`config.mk`:
```
export PLATFORM = sky130hd
export DESIGN_NAME = writeback_queue
export DESIGN_NICKNAME = d
export VERILOG_FILES = /design/src/rtl/writeback_queue.sv
export SDC_FILE = /design/constraint.sdc
export NUM_CORES = 1
export LEC_CHECK = 0
export BUFFER_PORTS_ARGS = -buffer_cell sky130_fd_sc_hd__buf_2
export CAP_MARGIN = 20
export CORE_UTILIZATION = 50
export CTS_CLUSTER_SIZE = 14
export DETAILED_ROUTE_END_ITERATION = 10
export GPL_ROUTABILITY_DRIVEN = 0
export GPL_TIMING_DRIVEN = 1
export PLACE_DENSITY = 0.73
export RECOVER_POWER = 100
export SLEW_MARGIN = 20
export SYNTH_ARGS = -nofsm -noshare
export SYNTH_HDL_FRONTEND = slang
export SYNTH_SLANG_ARGS = --single-unit
```
`constraint.sdc`:
```
create_clock -name clk -period 2.8 [get_ports clk]
set_input_delay 0.28 -clock clk [delete_from_list [all_inputs] [get_ports clk]]
set_output_delay 0.28 -clock clk [all_outputs]
set_load 0.1 [all_outputs]
```
`src/rtl/writeback_queue.sv`:
```
// writeback_queue: in-order writeback buffer that drives the register file write port (WE3/A3/WD3) and reports pending writes
// Ports: clk, rst (sync, active-low); in_valid/in_ready/in_rd/in_data producer handshake;
//   wb_stall holds retirement; WE3/A3/WD3 registered write port; chk_a/chk_b -> busy_a/busy_b
//   pending-write flags; count queue occupancy.
// Optional: define WBQ_FWD_EN to add fwd_a_data/fwd_b_data, the youngest pending value for each chk register.
module writeback_queue #(
  parameter int WIDTH = 32,
  parameter int DEPTH = 4
) (
  input  logic                     clk,
  input  logic                     rst,
  input  logic                     in_valid,
  output logic                     in_ready,
  input  logic [4:0]               in_rd,
  input  logic [WIDTH-1:0]         in_data,
  input  logic                     wb_stall,
  output logic                     WE3,
  output logic [4:0]               A3,
  output logic [WIDTH-1:0]         WD3,
  input  logic [4:0]               chk_a,
  input  logic [4:0]               chk_b,
  output logic                     busy_a,
  output logic                     busy_b,
`ifdef WBQ_FWD_EN
  output logic [WIDTH-1:0]         fwd_a_data,
  output logic [WIDTH-1:0]         fwd_b_data,
`endif
  output logic [$clog2(DEPTH):0]   count
);
  localparam int PW = $clog2(DEPTH);
  localparam int CW = PW + 1;
  logic [4:0]       q_rd   [DEPTH];
  logic [WIDTH-1:0] q_data [DEPTH];
  logic [PW-1:0]    head, tail;
  logic             push, pop;
  assign in_ready = count != CW'(DEPTH) && rst;
  // x0 writes complete the handshake but are never stored
  assign push = in_valid && in_ready && in_rd != 5'd0;
  // pop only sees entries present before the edge, so an empty queue never bypasses
  assign pop = rst && !wb_stall && count != '0;
  always_ff @(posedge clk)
    if (push) begin
      q_rd[tail]   <= in_rd;
      q_data[tail] <= in_data;
    end
  always_ff @(posedge clk) begin
    if (!rst) begin
      head  <= '0;
      tail  <= '0;
      count <= '0;
      WE3   <= 1'b0;
      A3    <= '0;
      WD3   <= '0;
    end else begin
      if (push) tail <= tail + 1'b1;
      if (pop) head <= head + 1'b1;
      if (pop) A3 <= q_rd[head];
      if (pop) WD3 <= q_data[head];
      WE3   <= pop;
      count <= count + CW'(push) - CW'(pop);
    end
  end
  // an entry at offset i from head is live when i < count
  function automatic logic pending(input logic [4:0] c);
    logic [PW-1:0] idx;
    pending = WE3 && A3 == c;
    for (int i = 0; i < DEPTH; i++) begin
      idx = head + PW'(i);
      if (CW'(i) < count && q_rd[idx] == c) pending = 1'b1;
    end
    pending = pending && c != 5'd0;
  endfunction
  assign busy_a = pending(chk_a);
  assign busy_b = pending(chk_b);
`ifdef WBQ_FWD_EN
  // output register is oldest; later (younger) queue matches override it
  function automatic logic [WIDTH-1:0] youngest(input logic [4:0] c);
    logic [PW-1:0] idx;
    youngest = (WE3 && A3 == c && c != 5'd0) ? WD3 : '0;
    for (int i = 0; i < DEPTH; i++) begin
      idx = head + PW'(i);
      if (c != 5'd0 && CW'(i) < count && q_rd[idx] == c) youngest = q_data[idx];
    end
  endfunction
  assign fwd_a_data = youngest(chk_a);
  assign fwd_b_data = youngest(chk_b);
`endif
endmodule

```
Yosys cells after proc, flatten, opt, wreduce, memory -nomap -nowiden

Memories as Yosys holds them, arrays and structs flattened. A register that Yosys moved wholly into a read port is not among the register bits.
Index checks and enable logic that the tools add are counted.

Register bits: 13
Bits in writable memories: 148
Bits of input ports: 51
Word-level logic and storage cells: 63
Memories kept: 2

Add/sub/neg operators: 6
Order comparisons: 4
Equal/unequal tests: 11
Mux-type cells: 12
Reductions and logical operators: 23

Memories:

| memory | depth | bits a word | rd ports | clocked after memory_dff | wr ports | line | text |
|---|---|---|---|---|---|---|---|
| q_data | 4     | 32          | 1        | 1                        | 1        | 33   | `logic [WIDTH-1:0] q_data [DEPTH];` |
| q_rd   | 4     | 5           | 4        | 1                        | 1        | 32   | `logic [4:0] q_rd [DEPTH];` |

Operator list:

| operator            | count |
|---|---|
| $eq 5x5->1          | 10 |
| $logic_and 1x1->1   | 17 |
| $reduce_bool 5->1   | 3 |
| $mux 1              | 10 |
| $lt 1x3->1 const A  | 2 |
| $lt 2x3->1 const A  | 2 |
| $add 2x1->2 const B | 2 |
| $add 2x2->2 const B | 2 |
| $mux 2              | 2 |
| $add 3x1->3         | 1 |
| $ne 3x3->1 const B  | 1 |
| $reduce_bool 3->1   | 1 |
| $sub 3x1->3         | 1 |
| $logic_not 1->1     | 2 |

Longest topological paths before layout

An unclocked memory read counts as a cell.

Word-level depth: 8
Mapped depth: 12
Gate-level depth less buffers: 12

Worst setup path after synthesis

No wires, ideal clock.

Path type: register to register
Start: register count[1]
End: memory q_data[0][0], enable pin
Library setup time: 0.398 ns
Arrival time: 3.401 ns
Setup slack: -0.999 ns
Cell stages (with the launch flop): 5
Path buffers: 0
Clock period less this slack: 3.799 ns
Cell sequence: dfxtp_1 o31a_1 nand2_1 a21oi_1 and2_1

Longest elaborated chain between the ends: 6

Ends and longest elaborated chain:

| item                            | line | text |
|---|---|---|
| from (decl)                     | 28   | `output logic [$clog2(DEPTH):0] count` |
| from (signal assigned)          | 60   | `count <= count + CW'(push) - CW'(pop);` |
| $ne 3x3->1                      | 36   | `assign in_ready = count != CW'(DEPTH) && rst;` |
| $logic_and 1x1->1               | 36   |  |
| via in_ready                    | 13   | `output logic in_ready,` |
| $logic_and 1x1->1 (2 in series) | 38   | `assign push = in_valid && in_ready && in_rd != 5'd0;` |
| $mux 1                          | 42   | `if (push) begin` |
| $mux 1 (implied by the code)    | 44   | `q_data[tail] <= in_data;` |
| to (decl)                       | 33   |  |

The timed path passes the listed nets, and every way through them passes these cells.

Worst setup path in the final report

Start: register head[0]
End: output port busy_a

Longest elaborated chain between the ends: 8
Elaborated cells on any way between the ends: 14

Ends and longest elaborated chain:

| item                   | line | text |
|---|---|---|
| from (decl)            | 34   | `logic [PW-1:0] head, tail;` |
| from (signal assigned) | 56   | `if (pop) head <= head + 1'b1;` |
| $add 2x1->2            | 68   | `idx = head + PW'(i);` |
| $mem_v2 4x5 (*)        | n/a  |  |
| $eq 5x5->1             | 69   | `if (CW'(i) < count && q_rd[idx] == c) pending = 1'b1;` |
| $logic_and 1x1->1      | 69   |  |
| $mux 1 (2 in series)   | 69   |  |
| $mux 1 (*)             | 69   |  |
| $logic_and 1x1->1 (*)  | 71   | `pending = pending && c != 5'd0;` |
| to (decl)              | 22   | `output logic busy_a,` |

Mark *: on every way between the ends. The rest lies on a longest branch, timed or not.

==> metrics.yaml <==
sta:
  slew_headroom: 0.01184
  finalCritPeriodShare: 1.004
  max_freq_mhz: 355.8
  timing.final.max_slew_violations: 0
  timing.final.ws_setup_ns: -0.01054
  tightest_slew_ns: 1.482
  hold_viol_final: 0
  setup_viol: 1
  holdWs_ns: 0.06673
  finalClockSkew_ns: 0.007140
  rsz0062_at_grt: "yes"
  fin_crit_ns: 2.811
  setup_tns_ns: -0.01054
worst_setup_path:
  critical_path_required_ns: 2.52
  cp-start-kind: "register"
  path_cells: "buf_8 -> mux4_2 -> xor2_1 -> nor4_2 -> a31oi_2 -> a21oi_4 -> buf_12"
  crit_arrival_ns: 2.53
  slowest_delay_ns: 0.55
  critPathCaptureType: "output port"
  critPathKind: "reg -> out"
  cp_top_family: "multiplexers"
  crit_fanout: 7
  crit_slowest_cell: "mux4_2"
  crit_buf_inv: 2
cts:
  clk_latency_ns: 0.42
  clk_path_buf_depth: 2
  cts_hold_buf: 0
  clk_pin_slew_worst_paths_ns: 0.07
  cts_tree: "done"
  cts_htree_levels: 4
  cts_sinks: 195
  clockRootBuffer: "clkbuf_16"
  cts_buffers: 17
synth:
  synth_edf_count: 148
  netlist-cell-type-count: 35
  synth_commonest_cells: "edfxtp_1, nand2_1, dfxtp_1, mux4_2, xor2_1"
  ys_ff_latch: 195
  syn_inst: 527
  ys.flop_type: "edfxtp_1"
  synth_fp_nets: 587
  synth-seq-area-share: 0.6602
  synth.most_common_cell: "edfxtp_1"
  async_reset_ff_frac: 0
  synth_top_area_frac: 0.5449
  syn_area_per_cell_um2: 15.48
  synth_area_leaders: "edfxtp_1, mux4_2, dfxtp_1"
  yosys_warnings: 0
  synth_area_leader_cell: "edfxtp_1"
  synth_area_um2: 8157
placement:
  dp.cells: 815
  dpl_cell_area_um2: 8924
  hpwl_um: 10320
  portBuffers: 94
power:
  swShare: 0.3630
  peakVddDrop_mv: 0.7074
  p_leak_uw: 0.003083
  p_int_uw: 5518
  combPwrFrac: 0.315
  powerDensity_nw_per_um2: 909.3
  pwr-share-seq: 0.413
  switchingPower_uw: 3144
  p_clk_frac: 0.273
global_routing:
  antenna_found_initial: 0
  grt_usage: 0.2090
  grt_pass1_wl_um: 25910
  grt_pass1_vias: 4913
  grt_max_degree: 78
  grt.overflow.total: 0
detailed_routing:
  vias: 4665
  postRouteAntennaNets: 0
  drt_iter0_drc: 267
  via_per_inst: 5.469
  wl_um: 16170
  dr.pass1.iters: 4
  drc: 0
  wire_per_inst_um: 18.96
die:
  io_pins: 95
  core_um2: 15890
  chipHeight_um: 129.7
  initial_core_util: 0.5135
  dieArea_um2: 16830
  dieWidth_um: 129.7
  num_rows: 46
layout:
  stdcell_area_um2: 9527
  layoutNonFillerInstCount: 853
  utilization: 0.5997
  nNetsFinal: 684
  diodes: 0
  drive_above_1_share: 0.2009
  syn_to_final_growth_pct: 16.80
outcome:
  status: "complete, but fails checks"
  failed_checks: "negative setup slack"
flow_run:
  max-cap-violations: 0
min_path:
  hp-class: "in -> reg"
-- repair_timing --
action,in CTS,in global routing
setup buffers,6,0
pin swaps,0,6
resized for setup,5,11
setup endpoints to repair,2,2
-- cells by family (layout without fill, tap and decap cells) --
| kind of cell | after synthesis | in the layout | share of synthesized area |
|---|---|---|---|
| xor+xnor | 53 | 53 | 0.05691 |
| flops | 195 | 195 | 0.6602 |
| simple gates | 119 | 119 | 0.06397 |
| compound gates | 49 | 49 | 0.03298 |
| fa+ha+maj | 9 | 9 | 0.01473 |
| mux | 58 | 58 | 0.1453 |
| buf+inv | 44 | 154 | 0.02592 |
-- path summary, 6_finish.rpt --
| path | from | slack, ns | endpoint | cells after the start |
|---|---|---|---|---|
| min reg2reg | WD3[19] | 0.46 | WD3[19] | 2 |
| max | head[0] | -0.01 | busy_a | 7 |
| min | wb_stall | 0.07 | WE3 | 2 |
| max reg2reg | count[2] | 0.24 | q_data[0][9] | 7 |
-- sequential cells by signal, indices dropped and copies added (netlist names), named ones only --
signal and cells:
A3 5, WD3 32, WE3 1, count 3, head 2, q_data 128, q_rd 20, tail 2
-- routing by layer --
layer / part of all wire / global-route usage / wire length (µm)
met5: 0 / 0 / 0
met4: 0.019 / 0.08071 / 300
met3: 0.050 / 0.04674 / 813
met2: 0.51 / 0.3633 / 8276
met1: 0.42 / 0.2555 / 6780
-- layout make-up --
| cell class | count | area, µm² |
|---|---|---|
| Clock inverter | 14 | 151.4 |
| Sequential cell | 195 | 5400 |
| Clock buffer | 18 | 429.2 |
| Tap cell | 216 | 270.3 |
| Timing Repair Buffer | 113 | 570.5 |
| Inverter | 9 | 33.78 |
| Multi-Input combinational cell | 288 | 2671 |
| Fill cell | 1278 | 6359 |
-- cell usage in the layout, fill, tap and decap left out, types with 3 or more instances in the layout --
| master | count |
|---|---|
| buf_12 | 5 |
| buf_2 | 13 |
| clkbuf_2 | 6 |
| and2_1 | 4 |
| and2_2 | 3 |
| ha_1 | 8 |
| o21ai_0 | 37 |
| clkinvlp_4 | 3 |
| nor3_1 | 4 |
| xnor2_1 | 19 |
| dfxtp_1 | 43 |
| mux2i_1 | 6 |
| nor2_1 | 5 |
| xor2_1 | 33 |
| clkbuf_1 | 82 |
| nor4_1 | 5 |
| dfxtp_4 | 4 |
| inv_1 | 9 |
| buf_4 | 6 |
| mux4_2 | 47 |
| nand2_1 | 82 |
| nand3_1 | 4 |
| inv_6 | 4 |
| clkbuf_16 | 17 |
| edfxtp_1 | 148 |
-- power groups by stage --
stage	logic [µW]	registers (µW)	clock network, µW
6_report	2730	3570	2360
5_1_grt	2890	3610	2530
4_1_cts	2770	3570	2400
3_5_place_dp	2640	3660	0
3_3_place_gp	2610	3640	0
2_1_floorplan	1200	4630	0
-- per-stage QoR --
| stage | total power [µW] | worst slack (ns) |
|---|---|---|
| 6_report | 8662 | -0.01054 |
| 5_1_grt | 9024 | -0.07210 |
| 2_1_floorplan | 5825 | 0.05867 |
| 3_5_place_dp | 6299 | 0.3811 |
| 4_1_cts | 8745 | 0.01610 |
| 3_3_place_gp | 6245 | 0.3983 |
Note: power is estimated with default switching activity, not from simulation.
